<file path="config.mk">
export PLATFORM = sky130hd
export DESIGN_NAME = acc_event_extract
export DESIGN_NICKNAME = d
export VERILOG_FILES = /design/src/rtl/acc_event_extract.sv
export SDC_FILE = /design/constraint.sdc
export NUM_CORES = 2
export LEC_CHECK = 0
export ABC_AREA = 0
export ABC_CLOCK_PERIOD_IN_PS = 14400
export CAP_MARGIN = 20
export CORE_MARGIN = 1.5
export CORE_UTILIZATION = 50
export DETAILED_ROUTE_END_ITERATION = 8
export PLACE_DENSITY = 0.65
export REMOVE_ABC_BUFFERS = 1
export SLEW_MARGIN = 10
export SYNTH_ARGS = -nofsm -noshare
export SYNTH_HDL_FRONTEND = slang
export SYNTH_SLANG_ARGS = --single-unit
export TNS_END_PERCENT = 1
</file>
<file path="constraint.sdc">
create_clock -name clk_i -period 14.4 [get_ports clk_i]
set_input_delay 1.44 -clock clk_i [delete_from_list [all_inputs] [get_ports clk_i]]
set_output_delay 1.44 -clock clk_i [all_outputs]
set_load 0.1 [all_outputs]
</file>
<file path="src/rtl/acc_event_extract.sv">
// Groups contiguous ACC-flagged samples into 128-bit particle event records held in a FWFT FIFO.
// Record is visible two cycles after its terminating sample; a full FIFO drops the record and counts it.

module acc_event_fifo #(
   parameter int DEPTH = 16,
   parameter int WID   = 128
) (
   input  logic           clk_i,
   input  logic           rst_i,
   input  logic           push_i,
   input  logic [WID-1:0] push_dat_i,
   input  logic           pop_i,
   output logic           push_ok_o,
   output logic           empty_o,
   output logic [WID-1:0] head_o
);
   localparam int AW = $clog2(DEPTH);

   logic [AW:0]    wr_ptr_q, wr_ptr_d;
   logic [AW:0]    rd_ptr_q, rd_ptr_d;
   logic [WID-1:0] mem_q [DEPTH];
   logic           full;
   logic           do_pop;

   always_comb begin
      empty_o   = (wr_ptr_q == rd_ptr_q);
      full      = (wr_ptr_q[AW] != rd_ptr_q[AW]) && (wr_ptr_q[AW-1:0] == rd_ptr_q[AW-1:0]);
      do_pop    = pop_i && !empty_o;
      // A pop in the same cycle frees the slot, so a push into a full FIFO still lands.
      push_ok_o = push_i && (!full || do_pop);
      wr_ptr_d  = wr_ptr_q + {{AW{1'b0}}, push_ok_o};
      rd_ptr_d  = rd_ptr_q + {{AW{1'b0}}, do_pop};
      head_o    = mem_q[rd_ptr_q[AW-1:0]];
   end

   always_ff @(posedge clk_i) begin
      if (rst_i) begin
         wr_ptr_q <= '0;
         rd_ptr_q <= '0;
      end else begin
         wr_ptr_q <= wr_ptr_d;
         rd_ptr_q <= rd_ptr_d;
      end
   end

   always_ff @(posedge clk_i) begin
      if (push_ok_o) mem_q[wr_ptr_q[AW-1:0]] <= push_dat_i;
   end
endmodule

module acc_event_extract #(
   parameter int FIFO_DEPTH = 16,
   parameter int REC_WID    = 128
) (
   input  logic               clk_i,
   input  logic               rst_i,
   input  logic               laser_start_i,
   input  logic               filter_vld_i,
   input  logic [15:0]        filter_data_i,
   input  logic [15:0]        filter_haze_i,
   input  logic               filter_acc_result_i,
   input  logic [15:0]        min_width_i,
   input  logic [15:0]        max_width_i,
   output logic               event_vld_o,
   input  logic               event_rdy_i,
   output logic [REC_WID-1:0] event_data_o,
   output logic [31:0]        event_cnt_o,
   output logic [15:0]        drop_cnt_o
);
   typedef enum logic [1:0] {ST_IDLE, ST_ACTIVE, ST_CLOSE} state_t;

   state_t       state_q, state_d;
   logic [31:0]  pos_cnt_q, pos_cnt_d;
   logic [31:0]  start_q, start_d;
   logic [15:0]  width_q, width_d;
   logic [15:0]  peak_q, peak_d;
   logic [15:0]  haze_q, haze_d;
   logic [31:0]  sum_q, sum_d;
   logic         split_q, split_d;
   logic         stop_q, stop_d;
   logic [31:0]  event_cnt_q, event_cnt_d;
   logic [15:0]  drop_cnt_q, drop_cnt_d;

   logic               open_evt;
   logic [15:0]        width_inc;
   logic [32:0]        sum_ext;
   logic [31:0]        sum_inc;
   logic               push_req;
   logic               push_ok;
   logic               fifo_empty;
   logic [REC_WID-1:0] fifo_head;
   logic [REC_WID-1:0] rec_dat;

   always_comb begin
      state_d   = state_q;
      start_d   = start_q;
      width_d   = width_q;
      peak_d    = peak_q;
      haze_d    = haze_q;
      sum_d     = sum_q;
      split_d   = split_q;
      stop_d    = stop_q;
      pos_cnt_d = laser_start_i ? pos_cnt_q + {31'd0, filter_vld_i} : 32'd0;
      open_evt  = laser_start_i && filter_vld_i && filter_acc_result_i;
      width_inc = (width_q == 16'hFFFF) ? width_q : width_q + 16'd1;
      sum_ext   = {1'b0, sum_q} + {17'd0, filter_data_i};
      sum_inc   = sum_ext[32] ? 32'hFFFF_FFFF : sum_ext[31:0];

      case (state_q)
         ST_ACTIVE: begin
            if (!laser_start_i) begin
               stop_d  = 1'b1;
               split_d = 1'b0;
               state_d = ST_CLOSE;
            end else if (filter_vld_i && !filter_acc_result_i) begin
               stop_d  = 1'b0;
               split_d = 1'b0;
               state_d = ST_CLOSE;
            end else if (filter_vld_i) begin
               width_d = width_inc;
               sum_d   = sum_inc;
               if (filter_data_i > peak_q) begin
                  peak_d = filter_data_i;
                  haze_d = filter_haze_i;
               end
               if ((max_width_i != 16'd0) && (width_inc == max_width_i)) begin
                  split_d = 1'b1;
                  stop_d  = 1'b0;
                  state_d = ST_CLOSE;
               end
            end
         end
         ST_CLOSE: state_d = ST_IDLE;
         default:  state_d = ST_IDLE;
      endcase

      // Opening is shared by IDLE and CLOSE so a run starting right after a close loses nothing.
      if ((state_q != ST_ACTIVE) && open_evt) begin
         start_d = pos_cnt_q;
         width_d = 16'd1;
         peak_d  = filter_data_i;
         haze_d  = filter_haze_i;
         sum_d   = {16'd0, filter_data_i};
         stop_d  = 1'b0;
         split_d = (max_width_i == 16'd1);
         state_d = (max_width_i == 16'd1) ? ST_CLOSE : ST_ACTIVE;
      end

      push_req    = (state_q == ST_CLOSE) && (width_q >= min_width_i);
      rec_dat     = {start_q, width_q, peak_q, haze_q, sum_q, 14'd0, split_q, stop_q};
      event_cnt_d = event_cnt_q + {31'd0, push_ok};
      drop_cnt_d  = (push_req && !push_ok && (drop_cnt_q != 16'hFFFF)) ? drop_cnt_q + 16'd1
                                                                      : drop_cnt_q;
   end

   always_ff @(posedge clk_i) begin
      if (rst_i) begin
         state_q     <= ST_IDLE;
         pos_cnt_q   <= '0;
         start_q     <= '0;
         width_q     <= '0;
         peak_q      <= '0;
         haze_q      <= '0;
         sum_q       <= '0;
         split_q     <= 1'b0;
         stop_q      <= 1'b0;
         event_cnt_q <= '0;
         drop_cnt_q  <= '0;
      end else begin
         state_q     <= state_d;
         pos_cnt_q   <= pos_cnt_d;
         start_q     <= start_d;
         width_q     <= width_d;
         peak_q      <= peak_d;
         haze_q      <= haze_d;
         sum_q       <= sum_d;
         split_q     <= split_d;
         stop_q      <= stop_d;
         event_cnt_q <= event_cnt_d;
         drop_cnt_q  <= drop_cnt_d;
      end
   end

   acc_event_fifo #(
      .DEPTH (FIFO_DEPTH),
      .WID   (REC_WID)
   ) u_fifo (
      .clk_i      (clk_i),
      .rst_i      (rst_i),
      .push_i     (push_req),
      .push_dat_i (rec_dat),
      .pop_i      (event_rdy_i),
      .push_ok_o  (push_ok),
      .empty_o    (fifo_empty),
      .head_o     (fifo_head)
   );

   assign event_vld_o  = !fifo_empty;
   assign event_data_o = fifo_empty ? '0 : fifo_head;
   assign event_cnt_o  = event_cnt_q;
   assign drop_cnt_o   = drop_cnt_q;
endmodule

</file>
==> results_dict.tcl <==
set metrics [dict create \
    outcome "completed" \
    dpl_worst_slack_ns 7.24 \
    critical_path.endpoint_type "output pin" \
    wl_per_cell_um 28.2 \
    period_share 0.540 \
    cts_root_buf "clkbuf_16" \
    crit_arrival_ns 6.34 \
    tightest_slew_ns 1.18 \
    final.setup.tns_ns 0 \
    min_to "start_q[0]" \
    die_w_um 403 \
    synth_area_per_cell_um2 19.9 \
    drv_slew 0 \
    holdWs_ns 0.476 \
    reg2reg_setup_slack_ns 9.13 \
    synthSimpleGateAreaFrac 0.0449 \
    synth_top_family_by_area "multiplexers" \
    synth_cell_types 71 \
    clock-sinks 2030 \
    critPathTopFamily "buffers and inverters" \
    cp_cell_sequence "buf_12 > buf_4 > buf_4 > mux4_2 > mux4_2 > nor2b_1 > clkdlybuf4s50_1" \
    finalClockSkew_ns 0.0538 \
    final_hold_viol_count 0 \
    drc 0 \
    clk_latency_ns 0.82 \
    synth-edff-count 1824 \
    overflow 0 \
    ys_ff_latch 2030 \
    yosysWarnings 0 \
    cts_tree "done" \
    clk_pin_slew_ns 0.06 \
    min_path_cells 2 \
    dp.final_hpwl_mm 91.7 \
    total_leakage_power_nw 30.5 \
    cts_max_path_buffers 3 \
    setup_viol 0 \
    rsz0062_at_grt "no" \
    boundaryPins 247 \
    start_kind "flip-flop" \
    row_count 146 \
    synth_adder_area_share 0.00947 \
    fin_nets 4454 \
    die_h_um 403 \
    core_mm2 0.159 \
    ys.flop_type "edfxtp_1" \
    grt_max_degree 115 \
    vias 39949 \
    peakVddDrop_v 0.000119 \
    nFillCells 11555 \
    firstDrtPassIters 7 \
    regToRegStartpoint "width_q[12]" \
    ctsHtreeMaxLevel 4 \
    synth.area.top_cells "edfxtp_1, mux4_2, dfxtp_1" \
    synthMuxAreaShare 0.166 \
    cts_buffers 200 \
    grt_first_pass_wirelength_mm 274 \
    layout_min_cycle_time_ns 7.78 \
    reg2regPathDepth 9 \
    grt_pass1_vias 41027 \
    crit_buf_inv 4 \
    total_power_mw 11.7 \
    start_util 0.504 \
    power_density_mw_per_mm2 128 \
    synthesis.area_mm2 0.0800 \
    min-delay-start "pos_cnt_q[0]" \
    cts_resized 0 \
    final.setup.worst_slack_ns 6.62 \
    ys_seq_area_frac 0.736 \
    antenna_found_initial 7 \
    track_usage 0.231 \
    syn_inst 4027 \
    area_delta_synth_final_pct 14.4 \
    fp.dieArea_mm2 0.162 \
    timing.fmax_mhz 129 \
    maxCapViolCount 0 \
    ys_async_sr_fraction 0 \
    crit_slowest_cell "clkdlybuf4s50_1" \
    dr.first_iter.drc_count 3819 \
    synth_top_area_cell "edfxtp_1" \
    crit_type "flip-flop to output pin" \
    drt_wl_total_mm 185 \
    hold_buffers 0 \
    synthXorXnorAreaFrac 0.0129 \
    drtAntennaViolNets 0 \
    vias_per_cell 6.07 \
    worstPathRequired_ns 12.96 \
    io_buffers 232 \
    gp_congestion 0.763 \
    yosys.area.top_type_share 0.684 \
    hold_path.class "flip-flop to flip-flop" \
    maxSlewHeadroom 0.213 \
    cp_slowest_stage_delay_ns 1.00 \
    synth_compound_area_frac 0.0176 \
    cp_max_fo 105 \
    post_cts_buffers 0 \
    drive_gt1_frac 0.215 \
    r2r-end "u_fifo.mem_q[4][44]" \
]
## state kept, by name, summed over array words and instances, names as in the netlist, 16 cells and up
register / flops
pos_cnt_q: 32
sum_q: 32
drop_cnt_o: 16
width_q: 16
u_fifo.mem_q: 1824
start_q: 32
haze_q: 16
event_cnt_o: 32
peak_q: 16
## metrics by stage
step                cells  area [um2]   util
floorplan            3823       79200      -
global placement     6193       85000  0.535
detailed placement   6193       85000  0.535
CTS                  6573       91500  0.577
global route         6574       91600  0.577
finish               6576       91600  0.577
## worst reg2reg max path, delay by kind of cell (launching register included)
kind                       cells  cell delay (ns)
buffers and inverters          2             1.46
and+or+nand+nor                4             1.29
DFF                            1             0.89
AOI/OAI and AO/OA              2             0.88
adders and majority gates      1             0.27
## cells by family (layout without fill, tap and decap cells)
kind of cell | Yosys count | after routing
xor+xnor | 118 | 118
buf+inv | 272 | 734
simple gates | 707 | 707
other cells | 1 | 16
compound gates | 228 | 228
flops | 2030 | 2030
fa+ha+maj | 60 | 60
mux | 611 | 611
## worst max path at each step
stage,from,endpoint,slack (ns),cells past startpoint
after floorplan,u_fifo.rd_ptr_q[0],u_fifo.mem_q[0][0],-12.66,5
after global placement,u_fifo.rd_ptr_q[0],event_data_o[68],7.25,7
after detailed placement,u_fifo.rd_ptr_q[0],event_data_o[68],7.24,7
after CTS,u_fifo.rd_ptr_q[0],event_data_o[68],6.35,7
after global routing,u_fifo.rd_ptr_q[0],event_data_o[68],6.10,7
final,u_fifo.rd_ptr_q[0],event_data_o[68],6.62,7
## Yosys cell counts (16+ instances only)
cell type,instances
nand3_1,54
nor2_1,191
xnor2_1,59
buf_1,54
nor3_1,47
ha_1,59
o21ai_0,41
and3_1,23
nand4_1,40
nand2_1,139
mux4_2,570
dfxtp_1,206
nand2b_1,16
clkbuf_1,135
mux2i_1,40
xor2_1,59
nor2b_1,132
buf_4,16
edfxtp_1,1824
inv_1,55
a21oi_1,99
## report_power, final
part           switching [mW]  total (mW)  internal (mW)
sequential             0.0232        6.37           6.35
clock                    2.18        5.18           3.00
combinational          0.0835       0.129         0.0453
## placed cells by master (no fill, tap or decap), types with 11 or more instances in the layout
cell / n
nand3_1: 54
nor2_4: 14
clkdlybuf4s50_1: 231
nand4_1: 40
clkbuf_8: 30
clkbuf_16: 204
buf_12: 15
nor2b_1: 131
or3_1: 14
clkinv_2: 25
nor2_1: 177
clkbuf_1: 63
ha_1: 59
xnor2_1: 59
a21oi_1: 97
mux2i_1: 40
conb_1: 14
nor3_1: 43
buf_4: 51
clkinv_1: 32
o21ai_0: 41
dfxtp_1: 202
inv_1: 55
edfxtp_1: 1824
bufinv_16: 13
xor2_1: 59
nand2b_1: 16
mux4_2: 570
nand2_1: 139
and4_1: 11
and2_1: 11
and3_1: 23
## layer usage
metal  routed length [um]  vias up  GRT usage  part of all wire
met5                   31        -          0           0.00017
met4                 3220        6     0.0526             0.017
met3                12100      242     0.0395             0.065
met2                89800     1332      0.368              0.48
li1                     -    16948          -                 -
met1                80100    21421      0.337              0.43
## final cells by class
cell class	count	area (um2)	area share
clock inverters	83	835	0.00911
multi-input cells	1738	20200	0.221
well taps	2072	2590	0.0283
inverters	55	206	0.00225
diodes	2	5.00	0.0000547
clock buffers	297	5750	0.0628
repair buffers	299	3030	0.0331
flip-flops and latches	2030	58900	0.643
(Power assumes the default switching activity.)
